$ cat src/rtl/flash_pkg.sv
// flash_pkg: operation codes, JEDEC command bytes and sequencer state encoding
package flash_pkg;
  typedef enum logic [1:0] {OP_PROG = 2'd0, OP_SECTOR = 2'd1, OP_CHIP = 2'd2, OP_RESET = 2'd3} op_e;
  localparam logic [7:0] CMD_AA = 8'hAA;
  localparam logic [7:0] CMD_55 = 8'h55;
  localparam logic [7:0] CMD_A0 = 8'hA0;
  localparam logic [7:0] CMD_80 = 8'h80;
  localparam logic [7:0] CMD_30 = 8'h30;
  localparam logic [7:0] CMD_10 = 8'h10;
  localparam logic [7:0] CMD_F0 = 8'hF0;
  typedef enum logic [3:0] {
    S_IDLE, S_WR_REQ, S_WR_WAIT, S_SETTLE, S_BUSY_WAIT,
    S_VERIFY_REQ, S_VERIFY_WAIT, S_RECOVER, S_FINISH
  } state_e;
endpackage

$ cat src/rtl/flash_if.sv
// flash_if: programmer <-> memory controller flash write/read request ports
//   master (programmer): drives wr_req/wr_addr/wr_data and rd_req/rd_addr
//   slave (controller):  drives wr_idle, rd_idle and rd_data
interface flash_if;
  logic        wr_req, wr_idle, rd_req, rd_idle;
  logic [19:0] wr_addr, rd_addr;
  logic [7:0]  wr_data, rd_data;
  modport master(output wr_req, wr_addr, wr_data, rd_req, rd_addr, input wr_idle, rd_data, rd_idle);
  modport slave(input wr_req, wr_addr, wr_data, rd_req, rd_addr, output wr_idle, rd_data, rd_idle);
endinterface

$ cat src/rtl/flash_cmd_rom.sv
// flash_cmd_rom: combinational JEDEC bus-cycle tables
//   in:  op, step, latched addr/data
//   out: wr_addr/wr_data for this step, last = final step of the sequence
module flash_cmd_rom
  import flash_pkg::*;
#(
  parameter logic [19:0] CMD_ADDR_A = 20'h00AAA,
  parameter logic [19:0] CMD_ADDR_B = 20'h00555
) (
  input  op_e         op,
  input  logic [2:0]  step,
  input  logic [19:0] addr,
  input  logic [7:0]  data,
  output logic [19:0] wr_addr,
  output logic [7:0]  wr_data,
  output logic        last
);
  logic prog, chip;
  assign prog = op == OP_PROG;
  assign chip = op == OP_CHIP;
  // Program and both erases share the AA/55 unlock; erases repeat it after 80.
  always_comb begin
    wr_addr = CMD_ADDR_A;
    wr_data = CMD_AA;
    last = 1'b0;
    if (op == OP_RESET) begin
      wr_addr = addr;
      wr_data = CMD_F0;
      last = 1'b1;
    end else case (step)
      3'd0: wr_data = CMD_AA;
      3'd1, 3'd4: begin
        wr_addr = CMD_ADDR_B;
        wr_data = CMD_55;
      end
      3'd2: wr_data = prog ? CMD_A0 : CMD_80;
      3'd3: begin
        wr_addr = prog ? addr : CMD_ADDR_A;
        wr_data = prog ? data : CMD_AA;
        last = prog;
      end
      default: begin
        wr_addr = chip ? CMD_ADDR_A : addr;
        wr_data = chip ? CMD_10 : CMD_30;
        last = 1'b1;
      end
    endcase
  end
endmodule

$ cat src/rtl/flash_programmer.sv
// flash_programmer: turns program/erase/reset requests into JEDEC bus cycles,
// waits for ry_by, verifies by readback, recovers with F0 on timeout.
//   CLK_40, reset (async, active-high)
//   cmd_valid/cmd_ready/cmd_op/cmd_addr/cmd_data: command request
//   busy, done (1-cycle pulse), error (valid with done, held until next accept)
//   flash_ry_by: async device ready pin
//   fl: write/read request ports towards the memory controller
module flash_programmer
  import flash_pkg::*;
#(
  parameter logic [19:0] CMD_ADDR_A     = 20'h00AAA,
  parameter logic [19:0] CMD_ADDR_B     = 20'h00555,
  parameter int          SETTLE_CYCLES  = 4,
  parameter logic [27:0] TIMEOUT_CYCLES = 28'd200_000_000
) (
  input  logic        CLK_40,
  input  logic        reset,
  input  logic        cmd_valid,
  output logic        cmd_ready,
  input  logic [1:0]  cmd_op,
  input  logic [19:0] cmd_addr,
  input  logic [7:0]  cmd_data,
  output logic        busy,
  output logic        done,
  output logic        error,
  input  logic        flash_ry_by,
  flash_if.master     fl
);
  state_e      state_q, state_d;
  op_e         op_q, op_d;
  logic [2:0]  step_q, step_d;
  logic [19:0] addr_q, addr_d, rom_addr;
  logic [7:0]  data_q, data_d, rom_data, expected;
  logic [27:0] tmo_q, tmo_d, tmo_inc;
  logic        err_flag_q, err_flag_d, error_q, error_d;
  logic        ry_meta_q, ryby_s_q, rom_last, wr_req, rd_req;
  flash_cmd_rom #(.CMD_ADDR_A(CMD_ADDR_A), .CMD_ADDR_B(CMD_ADDR_B)) u_rom (
    .op(op_q), .step(step_q), .addr(addr_q), .data(data_q),
    .wr_addr(rom_addr), .wr_data(rom_data), .last(rom_last)
  );
  assign cmd_ready = state_q == S_IDLE && ryby_s_q;
  assign busy = state_q != S_IDLE && state_q != S_FINISH;
  assign done = state_q == S_FINISH;
  assign error = done ? err_flag_q : error_q;
  assign expected = op_q == OP_PROG ? data_q : 8'hFF;
  assign tmo_inc = &tmo_q ? tmo_q : tmo_q + 28'd1;
  // Address/data are zeroed outside a request so the controller never sees stale values.
  assign fl.wr_req = wr_req;
  assign fl.wr_addr = wr_req ? rom_addr : '0;
  assign fl.wr_data = wr_req ? rom_data : '0;
  assign fl.rd_req = rd_req;
  assign fl.rd_addr = rd_req ? addr_q : '0;
  always_ff @(posedge CLK_40 or posedge reset)
    if (reset) begin
      state_q <= S_IDLE;
      op_q <= OP_PROG;
      step_q <= '0;
      addr_q <= '0;
      data_q <= '0;
      tmo_q <= '0;
      err_flag_q <= 1'b0;
      error_q <= 1'b0;
      ry_meta_q <= 1'b0;
      ryby_s_q <= 1'b0;
    end else begin
      state_q <= state_d;
      op_q <= op_d;
      step_q <= step_d;
      addr_q <= addr_d;
      data_q <= data_d;
      tmo_q <= tmo_d;
      err_flag_q <= err_flag_d;
      error_q <= error_d;
      ry_meta_q <= flash_ry_by;
      ryby_s_q <= ry_meta_q;
    end
  // Requests drop combinationally in the cycle idle returns high, so the
  // controller never sees req && idle at the completing edge.
  always_comb begin
    state_d = state_q;
    op_d = op_q;
    step_d = step_q;
    addr_d = addr_q;
    data_d = data_q;
    tmo_d = tmo_q;
    err_flag_d = err_flag_q;
    error_d = error_q;
    wr_req = 1'b0;
    rd_req = 1'b0;
    case (state_q)
      S_IDLE: if (cmd_valid && cmd_ready) begin
        op_d = op_e'(cmd_op);
        addr_d = cmd_addr;
        data_d = cmd_data;
        step_d = '0;
        err_flag_d = 1'b0;
        error_d = 1'b0;
        state_d = S_WR_REQ;
      end
      S_WR_REQ: begin
        wr_req = 1'b1;
        state_d = fl.wr_idle ? S_WR_REQ : S_WR_WAIT;
      end
      S_WR_WAIT: begin
        wr_req = !fl.wr_idle;
        if (fl.wr_idle) begin
          step_d = step_q + 3'd1;
          tmo_d = '0;
          state_d = !rom_last ? S_WR_REQ : op_q == OP_RESET ? S_FINISH : S_SETTLE;
        end
      end
      S_SETTLE: begin
        tmo_d = tmo_inc;
        state_d = tmo_q == 28'(SETTLE_CYCLES - 1) ? S_BUSY_WAIT : S_SETTLE;
      end
      S_BUSY_WAIT: begin
        tmo_d = tmo_inc;
        if (ryby_s_q) state_d = S_VERIFY_REQ;
        else if (tmo_q >= TIMEOUT_CYCLES) begin
          err_flag_d = 1'b1;
          state_d = S_RECOVER;
        end
      end
      S_VERIFY_REQ: begin
        rd_req = 1'b1;
        state_d = fl.rd_idle ? S_VERIFY_REQ : S_VERIFY_WAIT;
      end
      S_VERIFY_WAIT: begin
        rd_req = !fl.rd_idle;
        if (fl.rd_idle) begin
          err_flag_d = err_flag_q | (fl.rd_data != expected);
          state_d = S_FINISH;
        end
      end
      // Recovery reuses the reset-op table entry: a single addr<-F0 write, then finish.
      S_RECOVER: begin
        op_d = OP_RESET;
        step_d = '0;
        state_d = S_WR_REQ;
      end
      S_FINISH: begin
        error_d = err_flag_q;
        state_d = S_IDLE;
      end
      default: state_d = S_IDLE;
    endcase
  end
endmodule
$ cat src/flat_wrapper.sv
// flat-port wrapper written by rule: the top's interface ports become plain ports
module flash_programmer_flat import flash_pkg::*;
#(
  parameter logic [19:0] CMD_ADDR_A     = 20'h00AAA,
  parameter logic [19:0] CMD_ADDR_B     = 20'h00555,
  parameter int          SETTLE_CYCLES  = 4,
  parameter logic [27:0] TIMEOUT_CYCLES = 28'd200_000_000
)
  (CLK_40, reset, cmd_valid, cmd_ready, cmd_op, cmd_addr, cmd_data, busy, done, error, flash_ry_by, fl_wr_req, fl_wr_addr, fl_wr_data, fl_rd_req, fl_rd_addr, fl_wr_idle, fl_rd_data, fl_rd_idle);
  flash_if fl_i ();
  input  logic CLK_40;
  input  logic reset;
  input  logic cmd_valid;
  output logic cmd_ready;
  input  logic [1:0] cmd_op;
  input  logic [19:0] cmd_addr;
  input  logic [7:0] cmd_data;
  output logic busy;
  output logic done;
  output logic error;
  input  logic flash_ry_by;
  output wire logic [$bits(fl_i.wr_req)-1:0] fl_wr_req;
  output wire logic [$bits(fl_i.wr_addr)-1:0] fl_wr_addr;
  output wire logic [$bits(fl_i.wr_data)-1:0] fl_wr_data;
  output wire logic [$bits(fl_i.rd_req)-1:0] fl_rd_req;
  output wire logic [$bits(fl_i.rd_addr)-1:0] fl_rd_addr;
  input wire logic [$bits(fl_i.wr_idle)-1:0] fl_wr_idle;
  input wire logic [$bits(fl_i.rd_data)-1:0] fl_rd_data;
  input wire logic [$bits(fl_i.rd_idle)-1:0] fl_rd_idle;
  assign fl_wr_req = fl_i.wr_req;
  assign fl_wr_addr = fl_i.wr_addr;
  assign fl_wr_data = fl_i.wr_data;
  assign fl_rd_req = fl_i.rd_req;
  assign fl_rd_addr = fl_i.rd_addr;
  assign fl_i.wr_idle = fl_wr_idle;
  assign fl_i.rd_data = fl_rd_data;
  assign fl_i.rd_idle = fl_rd_idle;
  flash_programmer #(.CMD_ADDR_A(CMD_ADDR_A), .CMD_ADDR_B(CMD_ADDR_B), .SETTLE_CYCLES(SETTLE_CYCLES), .TIMEOUT_CYCLES(TIMEOUT_CYCLES)) u_core (.CLK_40(CLK_40), .reset(reset), .cmd_valid(cmd_valid), .cmd_ready(cmd_ready), .cmd_op(cmd_op), .cmd_addr(cmd_addr), .cmd_data(cmd_data), .busy(busy), .done(done), .error(error), .flash_ry_by(flash_ry_by), .fl(fl_i));
endmodule
$ cat config.mk
export PLATFORM = sky130hd
export DESIGN_NAME = flash_programmer_flat
export DESIGN_NICKNAME = d
export VERILOG_FILES = /design/src/rtl/flash_pkg.sv /design/src/rtl/flash_if.sv /design/src/rtl/flash_cmd_rom.sv /design/src/rtl/flash_programmer.sv /design/src/flat_wrapper.sv
export SDC_FILE = /design/constraint.sdc
export NUM_CORES = 1
export LEC_CHECK = 0
export CELL_PAD_IN_SITES_DETAIL_PLACEMENT = 2
export CELL_PAD_IN_SITES_GLOBAL_PLACEMENT = 2
export CORE_ASPECT_RATIO = 0.8
export CORE_MARGIN = 8
export CORE_UTILIZATION = 34
export CTS_CLUSTER_DIAMETER = 30
export DETAILED_ROUTE_END_ITERATION = 7
export GPL_ROUTABILITY_DRIVEN = 0
export MAX_ROUTING_LAYER = met4
export PLACE_DENSITY = 0.95
export SLEW_MARGIN = 20
export SYNTH_ARGS = -nofsm -noshare
export SYNTH_HDL_FRONTEND = slang
export SYNTH_SLANG_ARGS = --single-unit
$ cat constraint.sdc
create_clock -name CLK_40 -period 6.29 [get_ports CLK_40]
set_clock_uncertainty 0.05 [all_clocks]
set_input_delay 1.258 -clock CLK_40 [delete_from_list [all_inputs] [get_ports CLK_40]]
set_output_delay 1.258 -clock CLK_40 [all_outputs]
set_load 0.02 [all_outputs]
==> results.py <==
metrics = {
    "status": {
        "status": "finished clean",
    },
    "drt": {
        "viasPerCell": 6.10,
        "dr_wl_met2_um": 10400,
        "wl_per_cell_um": 27.4,
        "wl_met3_um": 1010,
        "drt_iter0_drc": 304,
        "drt_wl_total_um": 20500,
        "num_vias": 4569,
        "drc_errors": 0,
        "drtPass1Iterations": 5,
        "wl_met1_um": 8230,
        "ant_nets": 0,
        "dr.max_layer_used": "met4",
    },
    "worst_setup_path": {
        "startpoint": "u_core.step_q[0]",
        "cp_max_fo": 15,
        "cp_slowest_cell": "nor3_1",
        "cp.required_ps": 4980,
        "crit_arrival_ps": 4070,
        "timing.rr.start": "u_core.state_q[1]",
        "critical_path_class": "reg -> out",
        "worst_setup_path_start_kind": "flip-flop",
        "cpPeakStageDelay_ps": 890,
        "cp_cell_sequence": "ha_1, ha_1, nor3_1, a21oi_1, a21oi_1, o21a_1, clkdlybuf4s50_1",
        "endpoint_kind": "output port",
    },
    "clocking": {
        "clock_latency_ps": 360,
        "cts_tree": "yes",
        "clkTransAtPathRegs_ps": 60,
        "cts_setup_buffers": 0,
        "cts_hold_buf": 0,
        "htreeDepth": 3,
        "cts_sinks": 69,
        "clock_path_buffers": 2,
        "root_buffer": "clkbuf_16",
        "post_cts_resized": 0,
        "cts_buffers": 9,
    },
    "power_and_ir_drop": {
        "power_switching_share": 0.476,
        "p_int_mw": 1.55,
        "p_leak_nw": 2.30,
        "p_sw_mw": 1.41,
        "seq_power_share": 0.291,
        "ir_worst_vdd_uv": 242,
        "clock_power_share": 0.181,
        "powerDensity_nw_per_um2": 505,
        "p_comb_frac": 0.528,
    },
    "hold_path": {
        "hp-class": "reg -> reg",
        "min_from": "u_core.ry_meta_q",
    },
    "synth": {
        "syn_avg_cell_area_um2": 9.31,
        "synthesis.instances": 483,
        "ys_types": 70,
        "yosys_register_bits": 69,
        "synth_enable_flop_cells": 0,
        "ys_seq_area_frac": 0.384,
        "syn_area_um2": 4500,
        "syn_nets": 535,
        "synthArstFlopShare": 1.00,
        "yosysWarnings": 0,
        "synthFlopType": "dfrtp_1",
    },
    "cells_and_area": {
        "fill_cells": 1371,
        "instances_no_fill": 749,
        "final_common_cell": "clkdlybuf4s50_1",
        "final_cell_mix": "97 x clkdlybuf4s50_1, 69 x dfrtp_1, 36 x nor2_1",
        "area_growth_pct": 30.5,
        "drive_gt1_frac": 0.127,
        "fin_nets": 621,
        "n_antenna_cell": 0,
    },
    "global_routing": {
        "track_usage": 0.253,
        "grt_pass1_wl_um": 32100,
        "overflow": 0,
        "grt_start_max_net_pins": 48,
        "grt_pass1_vias": 5187,
        "antenna_found_initial": 0,
    },
    "die": {
        "ios": 98,
        "fp.dieArea_um2": 17200,
        "die_w_um": 145,
        "initial_core_util": 0.349,
        "core_area_um2": 12900,
        "die_h_um": 119,
        "rows": 37,
    },
    "placed_design": {
        "port_buffers": 97,
        "hpwl_um": 14000,
        "dp.cells": 733,
    },
    "sta": {
        "worst_slew_pin_slew_ps": 1050,
        "relSlewSlack": 0.297,
        "min_period_ps": 5380,
        "timing.fmax_ghz": 0.186,
        "drv_slew": 0,
        "setup-violations-final": 0,
        "finalHoldViolCount": 0,
        "fin_crit_sh": 0.855,
        "setup_tns_ps": 0,
        "rsz0062_at_grt": "no",
    },
    "run": {
        "cap_violations": 0,
    },
}
[per-stage QoR]
step	utilization	area, µm²	hold slack [ps]	power (mW)	worst slack (ps)
2_1_floorplan	-	4500	281	1.60	2760
3_3_place_gp	0.433	5580	284	2.23	1470
3_5_place_dp	0.433	5580	313	2.37	1300
4_1_cts	0.456	5870	323	2.96	982
5_1_grt	0.456	5870	330	3.10	764
6_report	0.456	5870	313	2.96	914
[worst paths after layout]
path,to,slack [ps],cells after the start
max in group asynchronous,u_core.tmo_q[5],3880,3
min in group asynchronous,u_core.addr_q[16],1220,2
hold reg to reg,u_core.ryby_s_q,310,0
hold / removal,u_core.ryby_s_q,310,0
setup reg to reg,u_core.step_q[0],3130,5
setup / recovery,fl_wr_addr[7],910,7
[cells in the mapped netlist, types with 6 or more instances]
library cell   n  area share
dfrtp_1       69        0.38
o21ai_0       18       0.020
a31oi_1       16       0.022
a211oi_1       6       0.010
nor3_1         6      0.0067
ha_1           8       0.022
nand3_1       18       0.020
a21oi_1       31       0.035
mux2i_1        7       0.016
nand2_1       35       0.029
nand4_1        8       0.011
and2_1        30       0.042
nor2_1        36       0.030
or4_1         19       0.032
nor4_1         8       0.011
clkbuf_1      14       0.012
nand2b_1       8       0.011
o31ai_1       14       0.023
mux2_2        31       0.078
inv_1         10      0.0084
and3_1         7      0.0097
o21a_1        10       0.017
[power groups by stage]
stage / combinational (mW) / clock [mW] / sequential [mW]
after floorplan: 0.895 / 0 / 0.703
after global placement: 1.41 / 0 / 0.818
after detailed placement: 1.52 / 0 / 0.852
after CTS: 1.56 / 0.546 / 0.855
after global routing: 1.65 / 0.559 / 0.886
final: 1.56 / 0.537 / 0.863
[routing by layer]
layer,GRT usage,up-vias
met4,0.117,0
li1,-,1981
met3,0.0495,51
met1,0.298,2372
met5,-,-
met2,0.409,165
[logic make-up after synthesis]
family                     synth area share
and+or+nand+nor                       0.266
AOI/OAI and AO/OA                     0.189
DFF                                   0.384
muxes                                0.0932
buffers and inverters                0.0379
adders and majority gates            0.0223
xor gates and xnor gates            0.00779
[flip-flops by register name, indices dropped and copies added, names as in the netlist]
register,flops
u_core.op_q,2
u_core.data_q,8
u_core.err_flag_q,1
u_core.addr_q,20
u_core.error_q,1
u_core.ry_meta_q,1
u_core.ryby_s_q,1
u_core.tmo_q,28
u_core.step_q,3
u_core.state_q,4
[critical path: cells and delay by family, from the launching register on]
| family | cells | cell delay [ps] |
|---|---|---|
| AOI/OAI and AO/OA | 3 | 1130 |
| adders and majority gates | 2 | 620 |
| buffers and inverters | 1 | 620 |
| DFF | 1 | 430 |
| and+or+nand+nor | 1 | 890 |
[cell type report]
cell class / count / area [µm²] / share of cell area
tap: 175 / 219 / 0.0373
multi-input combinational: 379 / 2600 / 0.443
clock inverter: 5 / 50.0 / 0.00853
inverter: 10 / 37.5 / 0.00640
timing repair buffer: 100 / 993 / 0.169
clock buffer: 11 / 243 / 0.0414
sequential: 69 / 1730 / 0.294
(Power assumes the default switching activity.)
